$ cat src/rtl/rect_fill_engine.sv
// Rectangle fill engine: clips an axis-aligned rectangle to the framebuffer and
// writes one 16-bit colour per pixel through the memory bridge, row-major.
//
// state   | meaning
// IDLE    | waiting for start; inputs latched on start
// SETUP   | clip region, degenerate check, first row address
// WRITE   | write request held until acknowledge
// ADVANCE | one-cycle gap; step to next pixel or row
// FINISH  | done pulse, back to IDLE
module rect_fill_engine #(
    parameter int                FB_WIDTH  = 320,
    parameter int                FB_HEIGHT = 240,
    parameter int                ADDR_W    = 27,
    parameter logic [ADDR_W-1:0] BASE_ADDR = '0
) (
    input  logic              clk,
    input  logic              reset,
    input  logic              start,
    input  logic [9:0]        x0,
    input  logic [8:0]        y0,
    input  logic [9:0]        w,
    input  logic [8:0]        h,
    input  logic [15:0]       color,
    output logic              busy,
    output logic              done,
    output logic [ADDR_W-1:0] bridge_memory_address,
    output logic [1:0]        bridge_memory_byte_enable,
    output logic              bridge_memory_read,
    output logic              bridge_memory_write,
    output logic [15:0]       bridge_memory_write_data,
    input  logic              bridge_memory_acknowledge,
    input  logic [15:0]       bridge_memory_read_data
);

    typedef enum logic [2:0] {
        S_IDLE,
        S_SETUP,
        S_WRITE,
        S_ADVANCE,
        S_FINISH
    } state_t;

    localparam logic [10:0]       X_LIM      = 11'(FB_WIDTH);
    localparam logic [9:0]        Y_LIM      = 10'(FB_HEIGHT);
    localparam logic [ADDR_W-1:0] ROW_STRIDE = ADDR_W'(2 * FB_WIDTH);

    state_t            state_q, state_d;
    logic [9:0]        x0_q, x0_d;
    logic [8:0]        y0_q, y0_d;
    logic [9:0]        w_q, w_d;
    logic [8:0]        h_q, h_d;
    logic [15:0]       color_q, color_d;
    logic [9:0]        x_q, x_d;
    logic [8:0]        y_q, y_d;
    logic [10:0]       x_end_q, x_end_d;
    logic [9:0]        y_end_q, y_end_d;
    logic [ADDR_W-1:0] row_addr_q, row_addr_d;
    logic [ADDR_W-1:0] pix_addr_q, pix_addr_d;

    logic [10:0]       x_sum;
    logic [9:0]        y_sum;
    logic [ADDR_W-1:0] row_base;
    logic              empty_rect;
    logic              unused_read_data;

    // Widened sums so x0+w and y0+h cannot wrap before clipping.
    assign x_sum      = {1'b0, x0_q} + {1'b0, w_q};
    assign y_sum      = {1'b0, y0_q} + {1'b0, h_q};
    assign row_base   = BASE_ADDR
                      + ((ADDR_W'(y0_q) * ADDR_W'(FB_WIDTH)) << 1)
                      + (ADDR_W'(x0_q) << 1);
    assign empty_rect = (w_q == '0) || (h_q == '0)
                      || ({1'b0, x0_q} >= X_LIM) || ({1'b0, y0_q} >= Y_LIM);

    assign unused_read_data = ^bridge_memory_read_data;

    always_ff @(posedge clk) begin
        if (reset) begin
            state_q    <= S_IDLE;
            x0_q       <= '0;
            y0_q       <= '0;
            w_q        <= '0;
            h_q        <= '0;
            color_q    <= '0;
            x_q        <= '0;
            y_q        <= '0;
            x_end_q    <= '0;
            y_end_q    <= '0;
            row_addr_q <= '0;
            pix_addr_q <= '0;
        end else begin
            state_q    <= state_d;
            x0_q       <= x0_d;
            y0_q       <= y0_d;
            w_q        <= w_d;
            h_q        <= h_d;
            color_q    <= color_d;
            x_q        <= x_d;
            y_q        <= y_d;
            x_end_q    <= x_end_d;
            y_end_q    <= y_end_d;
            row_addr_q <= row_addr_d;
            pix_addr_q <= pix_addr_d;
        end
    end

    always_comb begin
        state_d    = state_q;
        x0_d       = x0_q;
        y0_d       = y0_q;
        w_d        = w_q;
        h_d        = h_q;
        color_d    = color_q;
        x_d        = x_q;
        y_d        = y_q;
        x_end_d    = x_end_q;
        y_end_d    = y_end_q;
        row_addr_d = row_addr_q;
        pix_addr_d = pix_addr_q;

        case (state_q)
            S_IDLE: begin
                if (start) begin
                    x0_d    = x0;
                    y0_d    = y0;
                    w_d     = w;
                    h_d     = h;
                    color_d = color;
                    state_d = S_SETUP;
                end
            end
            S_SETUP: begin
                x_end_d = (x_sum > X_LIM) ? X_LIM : x_sum;
                y_end_d = (y_sum > Y_LIM) ? Y_LIM : y_sum;
                if (empty_rect) begin
                    state_d = S_FINISH;
                end else begin
                    x_d        = x0_q;
                    y_d        = y0_q;
                    row_addr_d = row_base;
                    pix_addr_d = row_base;
                    state_d    = S_WRITE;
                end
            end
            S_WRITE: begin
                if (bridge_memory_acknowledge) begin
                    state_d = S_ADVANCE;
                end
            end
            S_ADVANCE: begin
                if (({1'b0, x_q} + 11'd1) < x_end_q) begin
                    x_d        = x_q + 10'd1;
                    pix_addr_d = pix_addr_q + ADDR_W'(2);
                    state_d    = S_WRITE;
                end else if (({1'b0, y_q} + 10'd1) < y_end_q) begin
                    x_d        = x0_q;
                    y_d        = y_q + 9'd1;
                    row_addr_d = row_addr_q + ROW_STRIDE;
                    pix_addr_d = row_addr_q + ROW_STRIDE;
                    state_d    = S_WRITE;
                end else begin
                    state_d = S_FINISH;
                end
            end
            S_FINISH: begin
                state_d = S_IDLE;
            end
            default: begin
                state_d = S_IDLE;
            end
        endcase
    end

    assign busy                      = (state_q == S_SETUP) || (state_q == S_WRITE)
                                     || (state_q == S_ADVANCE);
    assign done                      = (state_q == S_FINISH);
    assign bridge_memory_write       = (state_q == S_WRITE);
    assign bridge_memory_byte_enable = bridge_memory_write ? 2'b11 : 2'b00;
    assign bridge_memory_read        = 1'b0;
    assign bridge_memory_address     = pix_addr_q;
    assign bridge_memory_write_data  = color_q;

endmodule

$ cat config.mk
export PLATFORM = sky130hd
export DESIGN_NAME = rect_fill_engine
export DESIGN_NICKNAME = d
export VERILOG_FILES = /design/src/rtl/rect_fill_engine.sv
export SDC_FILE = /design/constraint.sdc
export NUM_CORES = 1
export LEC_CHECK = 0
export BUFFER_PORTS_ARGS = -buffer_cell sky130_fd_sc_hd__buf_4
export CORE_ASPECT_RATIO = 1.2
export CORE_UTILIZATION = 53
export DETAILED_ROUTE_END_ITERATION = 16
export GPL_ROUTABILITY_DRIVEN = 0
export PLACE_DENSITY = 0.87
export SYNTH_ARGS = -nofsm -noshare
export SYNTH_HDL_FRONTEND = slang
export SYNTH_SLANG_ARGS = --single-unit
$ cat constraint.sdc
create_clock -name clk -period 3.5 [get_ports clk]
set_input_delay 0.175 -clock clk [delete_from_list [all_inputs] [get_ports clk]]
set_output_delay 0.175 -clock clk [all_outputs]
set_load 0.01 [all_outputs]
## Word-level counts from Yosys, hierarchy flattened

Cells that the tools add are included.

| operators by class | value |
|---|---|
| reduce and logical (&&, ||, !) cells | 13 |
| equality and inequality tests | 10 |
| add/sub/neg operators | 9 |
| multipliers | 1 |
| $lt $le $gt $ge | 6 |
| muxes and demuxes | 23 |

Operators by type and width:

| operator | number |
|---|---|
| 27-bit two-way mux | 4 |
| 27-bit one-hot mux with 2 select lines | 2 |
| 10-bit two-way mux | 4 |
| 27-bit by 10-bit adder with 27-bit output (second input constant) | 1 |
| 27-bit by 2-bit adder with 27-bit output (second input constant) | 1 |
| 9-bit two-way mux | 3 |
| 19-bit by 11-bit adder with 20-bit output | 1 |
| 10-bit one-hot mux with 2 select lines | 1 |
| 9-bit one-hot mux with 2 select lines | 1 |
| 3-bit two-way mux | 5 |
| 9-bit by 3-bit multiplier with 12-bit output (second input constant) | 1 |
| 3-bit one-hot mux with 4 select lines | 1 |
| 10-bit by 1-bit adder with 11-bit output (second input constant) | 1 |
| 10-bit by 10-bit adder with 11-bit output | 1 |
| 11-bit by 9-bit greater-than comparator with 1-bit output (second input constant) | 1 |
| 11-bit < comparator | 1 |
| 11-bit two-way mux | 1 |
| 10-bit by 1-bit adder with 10-bit output (second input constant) | 1 |
| 9-bit by 1-bit adder with 10-bit output (second input constant) | 1 |
| 9-bit by 9-bit adder with 10-bit output | 1 |
| 10-bit by 9-bit >= comparator with 1-bit output (second input constant) | 1 |
| 10-bit by 8-bit greater-than comparator with 1-bit output (second input constant) | 1 |
| 10-bit logical NOT | 1 |
| 10-bit < comparator | 1 |
| 16 further kinds | 25 |

| storage, ports and cells | value |
|---|---|
| bits of input ports | 74 |
| output and inout bits | 49 |
| flip-flop bits (word level) | 151 |

## Longest topological paths before layout

| logic depth | value |
|---|---|
| word-level depth | 6 |
| gate-level depth with buffers | 16 |
| gate-level depth less buffers | 13 |

## Least setup slack after synthesis

Ideal clock, no wire load.

| timing path | value |
|---|---|
| path type | reg2reg |
| from | register x_q[0] |
| to | register pix_addr_q[23], in the netlist bridge_memory_address[23] |
| path slack | 0.113 ns |
| data required time | 3.400 ns |
| buffers on the path | 2 |
| data arrival time | 3.287 ns |
| library setup time | 0.100 ns |
| stages on the path, launching flop included | 16 |
| cells stage by stage | dfxtp_1 nand3_1 or2_2 clkbuf_1 nor2_1 nand3_1 xnor2_1 ha_1 a2111oi_0 o221ai_1 a41o_1 nand4_4 nor2b_2 buf_4 a21oi_2 a2111oi_4 |

| between the ends | value |
|---|---|
| word-level cells in the longest chain between the ends | 4 |

RTL lines:

| item | RTL line | RTL |
|---|---|---|
| from (decl) | 53 | `logic [9:0] x_q, x_d;` |
| from (signal assigned) | 85 | `x_q <= '0;` |
| from (signal assigned) | 98 | `x_q <= x_d;` |
| 10-bit by 1-bit adder with 11-bit output (*) | 151 | `if (({1'b0, x_q} + 11'd1) < x_end_q) begin` |
| 11-bit < comparator (*) | 151 |  |
| 3-bit inequality test (no line) or 27-bit two-way mux (tied branches) | -- |  |
| 3-bit AND reduction (no line) or 27-bit one-hot mux with 2 select lines (tied branches) | -- |  |
| to (signal assigned) | 103 | `pix_addr_q <= pix_addr_d;` |
| to (decl) | 58 | `logic [ADDR_W-1:0] pix_addr_q, pix_addr_d;` |

Every way passes the cells marked *; elsewhere a longest branch is shown, timed or not.
A chain may end at the register's enable or synchronous reset.

## Final worst setup path

| timing path | value |
|---|---|
| from | register y0_q[3] |
| to | register pix_addr_q[15], in the netlist bridge_memory_address[15] |

| between the ends | value |
|---|---|
| word-level cells in the longest chain between the ends | 4 |

RTL lines:

| item | RTL line | RTL |
|---|---|---|
| from (decl) | 49 | `logic [8:0] y0_q, y0_d;` |
| from (signal assigned) | 94 | `y0_q <= y0_d;` |
| 9-bit by 3-bit multiplier with 12-bit output or 9-bit by 8-bit >= comparator with 1-bit output (tied branches) | 70, 73 |  |
| 19-bit by 11-bit adder with 20-bit output or 1-bit logical OR (tied branches) | 71, 73 |  |
| 27-bit two-way mux or 2-bit inequality test (tied branches) | -- |  |
| 27-bit one-hot mux with 2 select lines or 3-bit AND reduction (tied branches) | -- |  |

Several ways; a longest one is shown, not always the timed one. The select of a mux whose other input is x is not followed.

==> results.sh <==
export IMPL_grt_overflow=0
export IMPL_cts_buffer_depth=2
export IMPL_drt_iter0_markers=904
export IMPL_cts_tree="done"
export IMPL_layout_commonest_cell="nand2_1"
export IMPL_grt_max_degree=73
export IMPL_coreArea_sq_um=17440
export IMPL_timing_slew_headroom_pct=34.29
export IMPL_dieArea_sq_um=18290
export IMPL_final_cell_mix="nand2_1 (213), buf_4 (166), dfxtp_1 (148), a21oi_1 (138), nor2_1 (90)"
export IMPL_r2r_worst_path_cells=11
export IMPL_via_count=9887
export IMPL_cp_common_cell="ha_1"
export IMPL_path_buf_inv=1
export IMPL_synth_top_family_by_area="simple AND/OR/NAND/NOR gates"
export IMPL_placed_cell_area_sq_um=10560
export IMPL_whs_path_depth=3
export IMPL_grt_pass1_vias=9482
export IMPL_root_buffer="clkbuf_16"
export IMPL_synth_xor_area_share_pct=6.130
export IMPL_synth_fp_nets=1339
export IMPL_start_util_pct=53.95
export IMPL_ios=123
export IMPL_ys_flop_type="dfxtp_1"
export IMPL_ys_types=85
export IMPL_drive_gt1_share_pct=18.87
export IMPL_cts_sinks=150
export IMPL_violations="negative setup slack"
export IMPL_max_stage_delay_ns=0.47
export IMPL_cap_violations=0
export IMPL_synth_compound_area_share_pct=22.14
export IMPL_seq_area_sq_um=3005
export IMPL_cp_required_ns=3.88
export IMPL_crit_cells=11
export IMPL_synthesis_area_sq_um=9409
export IMPL_ant_nets=0
export IMPL_htreeDepth=4
export IMPL_fin_crit_sh_pct=101.3
export IMPL_final_hold_violation_count=0
export IMPL_maxSlewViolCount=0
export IMPL_fin_area_sq_um=11980
export IMPL_crit_chain="ha_1 -> ha_1 -> inv_1 -> fa_1 -> nand2b_1 -> a21oi_1 -> xnor2_2 -> nor4_1 -> o21ai_0 -> a31oi_1 -> o221a_2"
export IMPL_avgRoutedWirePerCell_um=18.43
export IMPL_setup_viol=2
export IMPL_synth_area_per_cell_sq_um=7.834
export IMPL_dr_pass1_iters=7
export IMPL_die_y_um=148.0
export IMPL_end_kind="flip-flop"
export IMPL_hold_path_class="primary input to flip-flop"
export IMPL_power_mw=5.861
export IMPL_ir_drop_uv=349.8
export IMPL_vias_per_cell=6.168
export IMPL_cp_top_family="compound AO/OA/AOI/OAI gates"
export IMPL_setup_ws_ns=-0.04689
export IMPL_pwr_density_cell_nw_per_um2=489.1
export IMPL_grt_pass1_wl_um=44890
export IMPL_tightest_slew_ns=0.9856
export IMPL_cp_max_fo=4
export IMPL_fin_tns_setup_ns=-0.05345
export IMPL_path_clk_slew_ns=0.07
export IMPL_routed_wl_um=29540
export IMPL_cts_buffers=17
export IMPL_drc_errors=0
export IMPL_synthAdderAreaFrac_pct=8.830
export IMPL_min_period_ns=3.547
export IMPL_status="finished, violations left"
export IMPL_cp_slowest_cell="nor4_1"
export IMPL_final_util_pct=68.71
export IMPL_final_net_count=1508
export IMPL_syn_inst=1201
export IMPL_antenna_found_initial=0
export IMPL_yosys_area_share_simple_pct=24.49
export IMPL_ys_async_sr_fraction_pct=0
export IMPL_fmax_mhz=281.9
export IMPL_clk_latency_ns=0.44
export IMPL_n_fill_cell=1260
export IMPL_muxShareOfSynthArea_pct=1.104
export IMPL_ys_warn_count=0
export IMPL_synth_edff_count=0
export IMPL_portBuffers=105
export IMPL_diodes=0
export IMPL_worstPathArrival_ns=3.93
export IMPL_ys_seq_area_share_pct=31.91
export IMPL_power_leakage_nw=5.077
export IMPL_place_hpwl_um=17950
export IMPL_critical_path_startpoint_type="flip-flop"
export IMPL_fp_dieW_um=123.6
export IMPL_area_growth_pct=27.35
export IMPL_multiInputGateArea_sq_um=6100
export IMPL_synth_seq_cells=150
export IMPL_grt_util_all_layers_pct=31.11
export IMPL_placementRows=53
export IMPL_path_class="flip-flop to flip-flop"
export IMPL_skew_ns=0.01206
-- power by group --
part	switching (mW)	internal (mW)
clock	0.822	1.24
combinational	1.05	0.754
sequential	0.156	1.85
total	2.02	3.84
-- tightest hold or removal path, stage by stage --
cell and delay, ns:
buf_4 0.11, nand2_1 0.06, a21oi_1 0.06
-- final timing paths --
kind | slack [ns] | start | end
hold / removal | 0.002 | w[5] | w_q[5]
setup / recovery | -0.05 | y0_q[3] | bridge_memory_address[15]
hold reg to reg | 0.46 | x_end_q[10] | x_end_q[10]
setup reg to reg | -0.05 | y0_q[3] | bridge_memory_address[15]
-- timing repair --
item | CTS | global route
gates resized for setup | 8 | 30
setup buffers | 2 | 3
endpoints found under the setup margin | 37 | 66
hold buffers | 48 | 0
hold endpoints to repair | 48 | 0
cloned | 0 | 3
pin swaps | 2 | 6
-- per-stage QoR --
stage	std cells	setup slack [ns]	hold slack (ns)
finish	1603	-0.04689	0.001595
global route	1603	-0.1375	0.01324
CTS	1597	0.003460	0.005664
detailed placement	1515	-0.1202	0.4306
global placement	1515	-0.004799	0.4213
floorplan	1201	0.1134	0.3110
-- synthesized netlist by cell type, types with 13 or more instances --
master    number  area (sq um)
or3_1         14         87.58
o21ai_0       40         200.2
nor4_1        14         87.58
nand2_1      213         799.5
a21oi_1      138         690.7
ha_1          60         750.7
and3_1        20         125.1
nor3_1        33         165.2
dfxtp_1      150          3003
inv_1         33         123.9
nand3_1       24         120.1
clkbuf_1      42         157.7
a21o_1        13         97.59
nor2_1        93         349.1
xor2_1        29         254.0
xnor2_1       35         306.5
-- routing by layer --
metal / track usage (%) / up-vias / share of wire [%]
met5: 0 / - / 0
met4: 17.77 / 0 / 5.3
met3: 6.211 / 129 / 8.1
met2: 52.53 / 535 / 49
met1: 36.06 / 4599 / 37
li1: - / 4624 / -
-- state kept, by name (all words and copies together) (netlist names), 9 cells and up --
signal                    flops
bridge_memory_write_data     16
y_q                           9
x0_q                         10
bridge_memory_address        27
y0_q                          9
w_q                          10
row_addr_q                   26
x_end_q                      11
x_q                          10
y_end_q                      10
h_q                           9
-- layout make-up --
| class | instances | area share [%] |
|---|---|---|
| sequential | 150 | 25.08 |
| multi-input combinational | 949 | 50.90 |
| inverter | 33 | 1.034 |
| clock inverter | 14 | 1.765 |
| tap | 220 | 2.297 |
| clock buffer | 18 | 3.665 |
| timing repair buffer | 219 | 15.26 |
-- logic make-up (layout without fill, tap and decap cells) --
family	Yosys count	in the layout
DFF	150	150
other	1	1
muxes	10	10
xor gates and xnor gates	65	65
buffers and inverters	103	284
and+or+nand+nor	485	486
AOI/OAI and AO/OA	323	323
adders and majority gates	64	64
Power figures use the tool's default switching activity.
